==> config.mk <==
export PLATFORM = sky130hd
export DESIGN_NAME = cpu_wb_master
export DESIGN_NICKNAME = d
export VERILOG_FILES = /design/src/rtl/lc3b_types.sv /design/src/rtl/wb_lane_steer.sv /design/src/rtl/cpu_wb_master.sv
export SDC_FILE = /design/constraint.sdc
export NUM_CORES = 1
export LEC_CHECK = 0
export CAP_MARGIN = 20
export CORE_MARGIN = 8
export CORE_UTILIZATION = 40
export CTS_CLUSTER_SIZE = 8
export DETAILED_ROUTE_END_ITERATION = 10
export PLACE_DENSITY = 0.82
export REMOVE_ABC_BUFFERS = 1
export SYNTH_ARGS = -nofsm -noshare
export SYNTH_HDL_FRONTEND = slang
export SYNTH_SLANG_ARGS = --single-unit
==> constraint.sdc <==
create_clock -name clk -period 3.85 [get_ports clk]
set_clock_uncertainty 0.1 [all_clocks]
set_input_delay 0.77 -clock clk [delete_from_list [all_inputs] [get_ports clk]]
set_output_delay 0.77 -clock clk [all_outputs]
set_load 0.02 [all_outputs]
==> src/rtl/lc3b_types.sv <==
// Shared LC-3b types for the CPU/cache wishbone link.
package lc3b_types;

   typedef logic [15:0]  lc3b_word;
   typedef logic [127:0] lc3b_8words;
   typedef logic [11:0]  lc3b_line_addr;
   typedef logic [15:0]  lc3b_bytemask;
   typedef logic [1:0]   lc3b_mem_wmask;
   typedef logic [2:0]   lc3b_lane;

   typedef enum logic [1:0] {
      WB_IDLE,
      WB_REQ,
      WB_DONE
   } wb_state_e;

endpackage

==> src/rtl/wb_lane_steer.sv <==
// Word-to-line steering: byte lane select, write replication, read extraction.
module wb_lane_steer
   import lc3b_types::*;
(
   input  lc3b_lane      lane_i,
   input  lc3b_mem_wmask be_i,
   input  lc3b_word      wdata_i,
   input  lc3b_8words    line_i,
   output lc3b_bytemask  sel_o,
   output lc3b_8words    dat_o,
   output lc3b_word      word_o
);

   assign sel_o  = {14'b0, be_i} << {lane_i, 1'b0};
   assign dat_o  = {8{wdata_i}};
   assign word_o = line_i[{lane_i, 4'b0} +: 16];

endmodule

==> src/rtl/cpu_wb_master.sv <==
// LC-3b word port to single-line wishbone initiator with retry wait and watchdog.
module cpu_wb_master
   import lc3b_types::*;
#(
   parameter int unsigned TIMEOUT_CYCLES = 1024
) (
   input  logic          clk,
   input  logic          rst,
   input  logic          mem_read,
   input  logic          mem_write,
   input  lc3b_word      mem_address,
   input  lc3b_word      mem_wdata,
   input  lc3b_mem_wmask mem_byte_enable,
   output logic          mem_resp,
   output lc3b_word      mem_rdata,
   output logic          timeout_err,
   output lc3b_line_addr wb_adr,
   output lc3b_8words    wb_dat_m,
   output lc3b_bytemask  wb_sel,
   output logic          wb_cyc,
   output logic          wb_stb,
   output logic          wb_we,
   input  lc3b_8words    wb_dat_s,
   input  logic          wb_ack,
   input  logic          wb_rty
);

   wb_state_e     state_q, state_d;
   logic          cyc_q, cyc_d;
   logic          we_q, we_d;
   lc3b_line_addr adr_q, adr_d;
   lc3b_bytemask  sel_q, sel_d;
   lc3b_8words    dat_q, dat_d;
   lc3b_lane      lane_q, lane_d;
   logic [31:0]   cnt_q, cnt_d;
   lc3b_word      rdata_q, rdata_d;
   logic          terr_q, terr_d;

   lc3b_lane      st_lane;
   lc3b_bytemask  st_sel;
   lc3b_8words    st_dat;
   lc3b_word      st_word;

   // In IDLE the steering sees the live request; afterwards the captured lane.
   assign st_lane = (state_q == WB_IDLE) ? mem_address[3:1] : lane_q;

   wb_lane_steer u_steer (
      .lane_i  (st_lane),
      .be_i    (mem_byte_enable),
      .wdata_i (mem_wdata),
      .line_i  (wb_dat_s),
      .sel_o   (st_sel),
      .dat_o   (st_dat),
      .word_o  (st_word)
   );

   always_comb begin
      state_d = state_q;
      cyc_d   = cyc_q;
      we_d    = we_q;
      adr_d   = adr_q;
      sel_d   = sel_q;
      dat_d   = dat_q;
      lane_d  = lane_q;
      cnt_d   = cnt_q;
      rdata_d = rdata_q;
      terr_d  = terr_q;
      unique case (state_q)
         WB_IDLE: begin
            if (mem_read | mem_write) begin
               lane_d = mem_address[3:1];
               adr_d  = mem_address[15:4];
               cnt_d  = '0;
               if (mem_write && (mem_byte_enable == 2'b00)) begin
                  state_d = WB_DONE;
               end else begin
                  state_d = WB_REQ;
                  cyc_d   = 1'b1;
                  we_d    = mem_write;
                  sel_d   = mem_write ? st_sel : 16'hFFFF;
                  dat_d   = st_dat;
               end
            end
         end
         WB_REQ: begin
            if (wb_ack) begin
               cyc_d   = 1'b0;
               we_d    = 1'b0;
               state_d = WB_DONE;
               if (!we_q) rdata_d = st_word;
            end else if ((TIMEOUT_CYCLES != 0) &&
                         (cnt_q == TIMEOUT_CYCLES - 1)) begin
               cyc_d   = 1'b0;
               we_d    = 1'b0;
               rdata_d = '0;
               terr_d  = 1'b1;
               state_d = WB_DONE;
            end else begin
               cnt_d = cnt_q + 32'd1;
            end
         end
         WB_DONE: state_d = WB_IDLE;
         default: state_d = WB_IDLE;
      endcase
   end

   always_ff @(posedge clk or posedge rst) begin
      if (rst) begin
         state_q <= WB_IDLE;
         cyc_q   <= 1'b0;
         we_q    <= 1'b0;
         adr_q   <= '0;
         sel_q   <= '0;
         dat_q   <= '0;
         lane_q  <= '0;
         cnt_q   <= '0;
         rdata_q <= '0;
         terr_q  <= 1'b0;
      end else begin
         state_q <= state_d;
         cyc_q   <= cyc_d;
         we_q    <= we_d;
         adr_q   <= adr_d;
         sel_q   <= sel_d;
         dat_q   <= dat_d;
         lane_q  <= lane_d;
         cnt_q   <= cnt_d;
         rdata_q <= rdata_d;
         terr_q  <= terr_d;
      end
   end

   assign wb_cyc      = cyc_q;
   assign wb_stb      = cyc_q;
   assign wb_we       = we_q;
   assign wb_adr      = adr_q;
   assign wb_sel      = sel_q;
   assign wb_dat_m    = dat_q;
   assign mem_resp    = (state_q == WB_DONE);
   assign mem_rdata   = rdata_q;
   assign timeout_err = terr_q;

endmodule
==> reports/metrics.csv <==
metric,value,unit
Crit path depth,7,
port bufs,342,
clock network latency to the later pin of the worst-skew pair,0.35,ns
share of cells above drive strength 1,7.32,%
outcome,finished clean,
"commonest non-fill, non-tap cells in the layout","342 x clkdlybuf4s50_1, 100 x dfrtp_1, 95 x nand2_1, 47 x nor2_1, 34 x nand3_1",
row count,46,
Crit path max-delay family,simple AND/OR/NAND/NOR gates,
setup TNS,0,ns
Die Span Y,142,um
Residual DRC,0,
DR pass1 iterations,4,
Num CTS Buffers,9,
Reg-to-Reg Start,state_q[1],
vias in the first global route,5871,
Mapped Cells,700,
RSZ-0062 raised after global routing,no,
critical-path cell list,clkdlybuf4s50_1 -> or3b_2 -> nand2_2 -> buf_12 -> mux2i_1 -> a221oi_1 -> a32o_1,
Die Span X,142,um
initial antenna violation count,0,
Setup Crit Path Kind,in -> reg,
die area,0.0201,sq mm
synth unique cells,52,
Worst setup startpoint,mem_address[1],
Hold WS,0.375,ns
startpoint types,input port,
Layout area overhead,50.3,%
remaining antenna violation count after routing,0,
Ports,345,
"most common cell after layout, fill and taps aside",clkdlybuf4s50_1,
Initial Utilization,40.3,%
static leakage,3.81,nW
endpoints failing hold,0,
max-capacitance violation count,0,
crit-path max cell delay,0.66,ns
Tmin final,3.01,ns
cts hold-fix bufs,0,
#FFs+latches synth,100,
Tot GR Track Use,21.8,%
worst-margin pin slew,1.01,ns
"EDFF count, synth",0,
fin crit share,78.2,%
final setup fails,0,
Slew Limit Headroom,32.6,%
DR vias/cell,5.16,
detailed-route via count,5840,
PwrDens,844,mW/mm^2
htree depth,3,
Synth Warn #,0,
Crit path arrival time,3.20,ns
Post-Route WL,22.6,mm
CTS root buf,clkbuf_16,
Worst Path Buf+Inv,2,
hold path startpoint,wb_adr[7],
wire per inst,19.9,um
ys async rst share,100,%
Mapped Area,0.00631,sq mm
slowest stage cell on the critical path,or3b_2,
Synth Flop Type,dfrtp_1,
DRT iter0 DRCs,344,
WP data required,4.04,ns
clock tree sinks,100,
CTS Buffer Depth,2,
antenna cells,0,
worst hold path class,reg -> reg,
placer congestion estimate,0.864,
critical-path maximum fanout,57,
Max Fclk,332,MHz
VDD IR max,518,uV
post-CTS sizing,0,
core box area,0.0157,sq mm
fillers,1343,
GRT overflow,0,
first-pass GRT wire length,34.3,mm
clock-pin slew of the registers on the worst-case setup and hold paths,0.07,ns
Hold Crit Depth,2,
Slew Limit Fails,0,
CP endpoint kind,flip-flop,
Mean Syn Cell Area,9.02,sq um
"setup slack, reg-to-reg",1.10,ns
detailed-placement wirelength estimate,17.0,mm
postcts setup bufs,0,
post-synthesis sequential area ratio,39.7,%
largest net degree at the start of global routing,62,
Final nets,1079,
worst reg-to-reg path cell count,6,
TritonCTS clock tree,done,
[flip-flops by register name, summed over array words and instances (netlist names)]
register / flops
wb_adr: 12
wb_dat_m: 16
lane_q: 3
timeout_err: 1
wb_cyc: 1
state_q: 2
cnt_q: 32
mem_rdata: 16
wb_we: 1
wb_sel: 16
[worst paths after layout]
path / to
hold reg to reg: wb_adr[7]
setup / recovery: mem_rdata[14]
setup reg to reg: mem_rdata[14]
min in group asynchronous: wb_dat_m[120]
max in group asynchronous: cnt_q[10]
hold / removal: wb_adr[7]
[routing by layer]
metal  global-route usage (%)  routed length (um)
met1                     24.7                8520
met2                     37.8               11600
met3                     6.55                1690
met4                     8.71                 721
met5                        0                   0
[cell type report]
class | count | area (sq um) | area share (%)
clock buffer | 12 | 256 | 2.70
clock inverter | 4 | 55.1 | 0.581
inverter | 9 | 36.3 | 0.383
multi-input combinational | 434 | 2800 | 29.5
sequential | 100 | 2500 | 26.4
tap | 216 | 270 | 2.85
timing repair buffer | 356 | 3560 | 37.6
[metrics by stage]
step | utilization (%) | power, mW | worst slack [ns] | area (sq um) | instances
4_1_cts | 60.5 | 8.08 | 0.837 | 9470 | 1130
5_1_grt | 60.6 | 8.43 | 0.794 | 9480 | 1131
3_5_place_dp | 58.5 | 7.11 | 0.461 | 9160 | 1114
3_3_place_gp | 58.5 | 7.01 | 0.424 | 9160 | 1114
6_report | 60.6 | 8.00 | 0.838 | 9480 | 1131
2_1_floorplan | - | 4.30 | 0.361 | 5280 | 543
[worst reg2reg max path: cells and delay by family (launching register included)]
family                 cells  cell delay, ns
AND/OR/NAND/NOR            2            0.91
AO/OA/AOI/OAI              2            0.66
flip-flops                 1            0.56
buffers and inverters      1            0.30
multiplexers               1            0.16
[report_power, final]
part           leakage, nW  internal, mW  switching [mW]
clock network        0.149         0.544           0.417
registers             1.26          1.41           0.390
logic                 2.41          2.43            2.82
[Yosys cell counts (all sizes together), types with 6 or more instances]
cell type,number,share of area [%]
buf,123,14
a21oi,26,2.1
nand2,96,5.7
o21ai,10,0.79
a211oi,19,2.3
dfrtp,100,40
mux2,16,2.9
nor2,47,2.8
mux2i,30,4.8
or3,6,0.61
clkbuf,34,2.0
inv,9,0.54
xnor2,18,2.5
nor4,14,1.9
nor3,10,0.79
a221oi,14,1.9
and3,22,2.2
a32o,16,2.5
nand3,34,2.7
[cells by family after synthesis]
family / after synthesis / share of synthesized area (%)
AO/OA/AOI/OAI: 105 / 12.0
AND/OR/NAND/NOR: 263 / 21.1
adder cells (fa/ha/maj): 1 / 0.198
flip-flops: 100 / 39.7
buffers and inverters: 166 / 16.8
multiplexers: 46 / 7.61
XOR/XNOR: 19 / 2.64
Power figures use the tool's default switching activity.
==> RTL edit: new RTL, same settings <==
Make the reset (`rst`) synchronous in one clocked block.
--- a/src/rtl/cpu_wb_master.sv
+++ b/src/rtl/cpu_wb_master.sv
@@ -104,7 +104,7 @@
       endcase
    end
 
-   always_ff @(posedge clk or posedge rst) begin
+   always_ff @(posedge clk) begin
       if (rst) begin
          state_q <= WB_IDLE;
          cyc_q   <= 1'b0;
Function: differs if rst is asserted again (counterexample within 4 cycles, from zero or initial values and one cycle with rst high); with rst held inactive, the same outputs for 4 cycles.
==> RTL edit against the unedited design <==
- via count increased by 3.6%
- routed wire length decreased by 5.0%
- count of clock-buffer cells in the layout unchanged
- critical path depth unchanged
- setup slack improved by 180 ps
- sequential cell count unchanged
- design area decreased by 4.2%
- synthesized area decreased by 3.8%
- die area decreased by 3.4%
- core utilization decreased by 0.13 points
- register-to-register slack improved by 180 ps
Power is not compared: it rests on default switching activity, and its combinational part moved more than twofold at a synthesized area within 25%.
==> RTL edit: results (changes against the unedited design) <==
- Run status: completed
- Compound-Gate Fraction of Synth Area: 0.161 (+0.0407)
- Post-synth top cells: nand2_1, buf_4, dfxtp_1
- GP Congestion: 0.840 (-2.9%)
- DRT met1 WL: 8.12 mm (-4.8%)
- Fraction of the mapped netlist area in adder cells: 0.00206 (+0.0000793)
- Reg-to-Reg Start: state_q[1]$_SDFFE_PP0P_
- Setup WS pre-CTS: 600 ps (+140 ps)
- Slew margin rel.: 0.357 (+0.0310)
- Top cells by area, synth: dfxtp_1, buf_4, mux2i_1, nand2_1, a21oi_1
- HP Start: wb_adr[7]$_SDFFE_PP0P_
- Post-synth ARST share: 0 (-1.00)
- Pre-Repair DR Iteration Count: 8 (+4)
- DP Area: 8760 um2 (-4.3%)
- Post-Synth XOR/XNOR Area: 0.00866 (-0.0177)
- Mux contribution to synthesized area: 0.0928 (+0.0167)
- Post-synthesis sequential area ratio: 0.330 (-0.0666)
- Metal2 WL: 10.8 mm (-6.8%)
- Dpl hpwl: 17.1 mm (+0.21%)
- Share of post-route cells with drive strength above 1: 0.0481 (-0.0252)
- Vias/cell: 5.28 (+2.2%)
- Main synth FF type: dfxtp_1
- Vias in the first global route: 5938 (+1.1%)
- Reg area: 2000 um2 (-20%)
- Antenna violations before repair: 2 (+2)
- Iter 0 DRT Violations: 541 (+57%)
- Layout filler cell count: 1317 (-1.9%)
- Placed cells: 1129 (+1.3%)
- Largest net degree at the start of global routing: 56 (-9.7%)
- Worst Path Arrival: 2970 ps (-230 ps)
- Metal3 WL: 1.97 mm (+17%)
- Wire per inst: 18.7 um (-6.3%)
RTL edit: changes by cell type in the layout (fill, tap and decap cells not counted), moves of 16 or more:
cell      unedited run  this run
a211oi_1            19         1
a21oi_1             24        53
a222oi_1             0        16
and3_1              22         3
dfrtp_1            100         0
dfxtp_1              0       100
mux2i_1             30        54
nand2_1             95       121
RTL edit: metal layers:
layer,up-vias,GRT usage
li1,2971,-
met1,2781,0.232
met2,271,0.373
met3,28,0.0833
met4,0,0.0884
met5,-,0
RTL edit: cell type report:
class	instances	area share
Timing Repair Buffer	356	0.389
Multi-Input combinational cell	479	0.326
Sequential cell	100	0.220
Clock buffer	12	0.0271
Tap cell	188	0.0259
Clock inverter	4	0.00799
Inverter	6	0.00248
Antenna cell	2	0.000551
RTL edit: cells by family (layout without fill, tap and decap cells):
group | Yosys count | in the layout
AOI/OAI and AO/OA | 139 | 139
xor gates and xnor gates | 6 | 6
adders and majority gates | 1 | 1
buffers and inverters | 161 | 378
DFF | 100 | 100
muxes | 56 | 56
other | 0 | 2
and+or+nand+nor | 277 | 277
RTL edit: worst paths after layout:
check / cells after the start / slack, ps / to
setup / recovery: 7 / 1020 / mem_rdata[11]$_SDFFE_PP0P_
hold / removal: 2 / 350 / wb_adr[7]$_SDFFE_PP0P_
hold reg to reg: 2 / 350 / wb_adr[7]$_SDFFE_PP0P_
setup reg to reg: 5 / 1280 / wb_dat_m[113]$_SDFFE_PP0P_
RTL edit: critical path: cells and delay by family:
family | cells | cell delay, ps
compound gates | 2 | 430
simple gates | 2 | 760
mux | 1 | 220
buf+inv | 2 | 790
RTL edit: power groups by stage:
| stage | registers (mW) | logic, mW | clock network [mW] |
|---|---|---|---|
| floorplan | 1.41 | 0.361 | 0 |
| global placement | 1.19 | 1.23 | 0 |
| finish | 1.17 | 1.23 | 0.978 |
| global route | 1.19 | 1.31 | 1.05 |
| detailed placement | 1.20 | 1.24 | 0 |
| CTS | 1.17 | 1.24 | 1.00 |
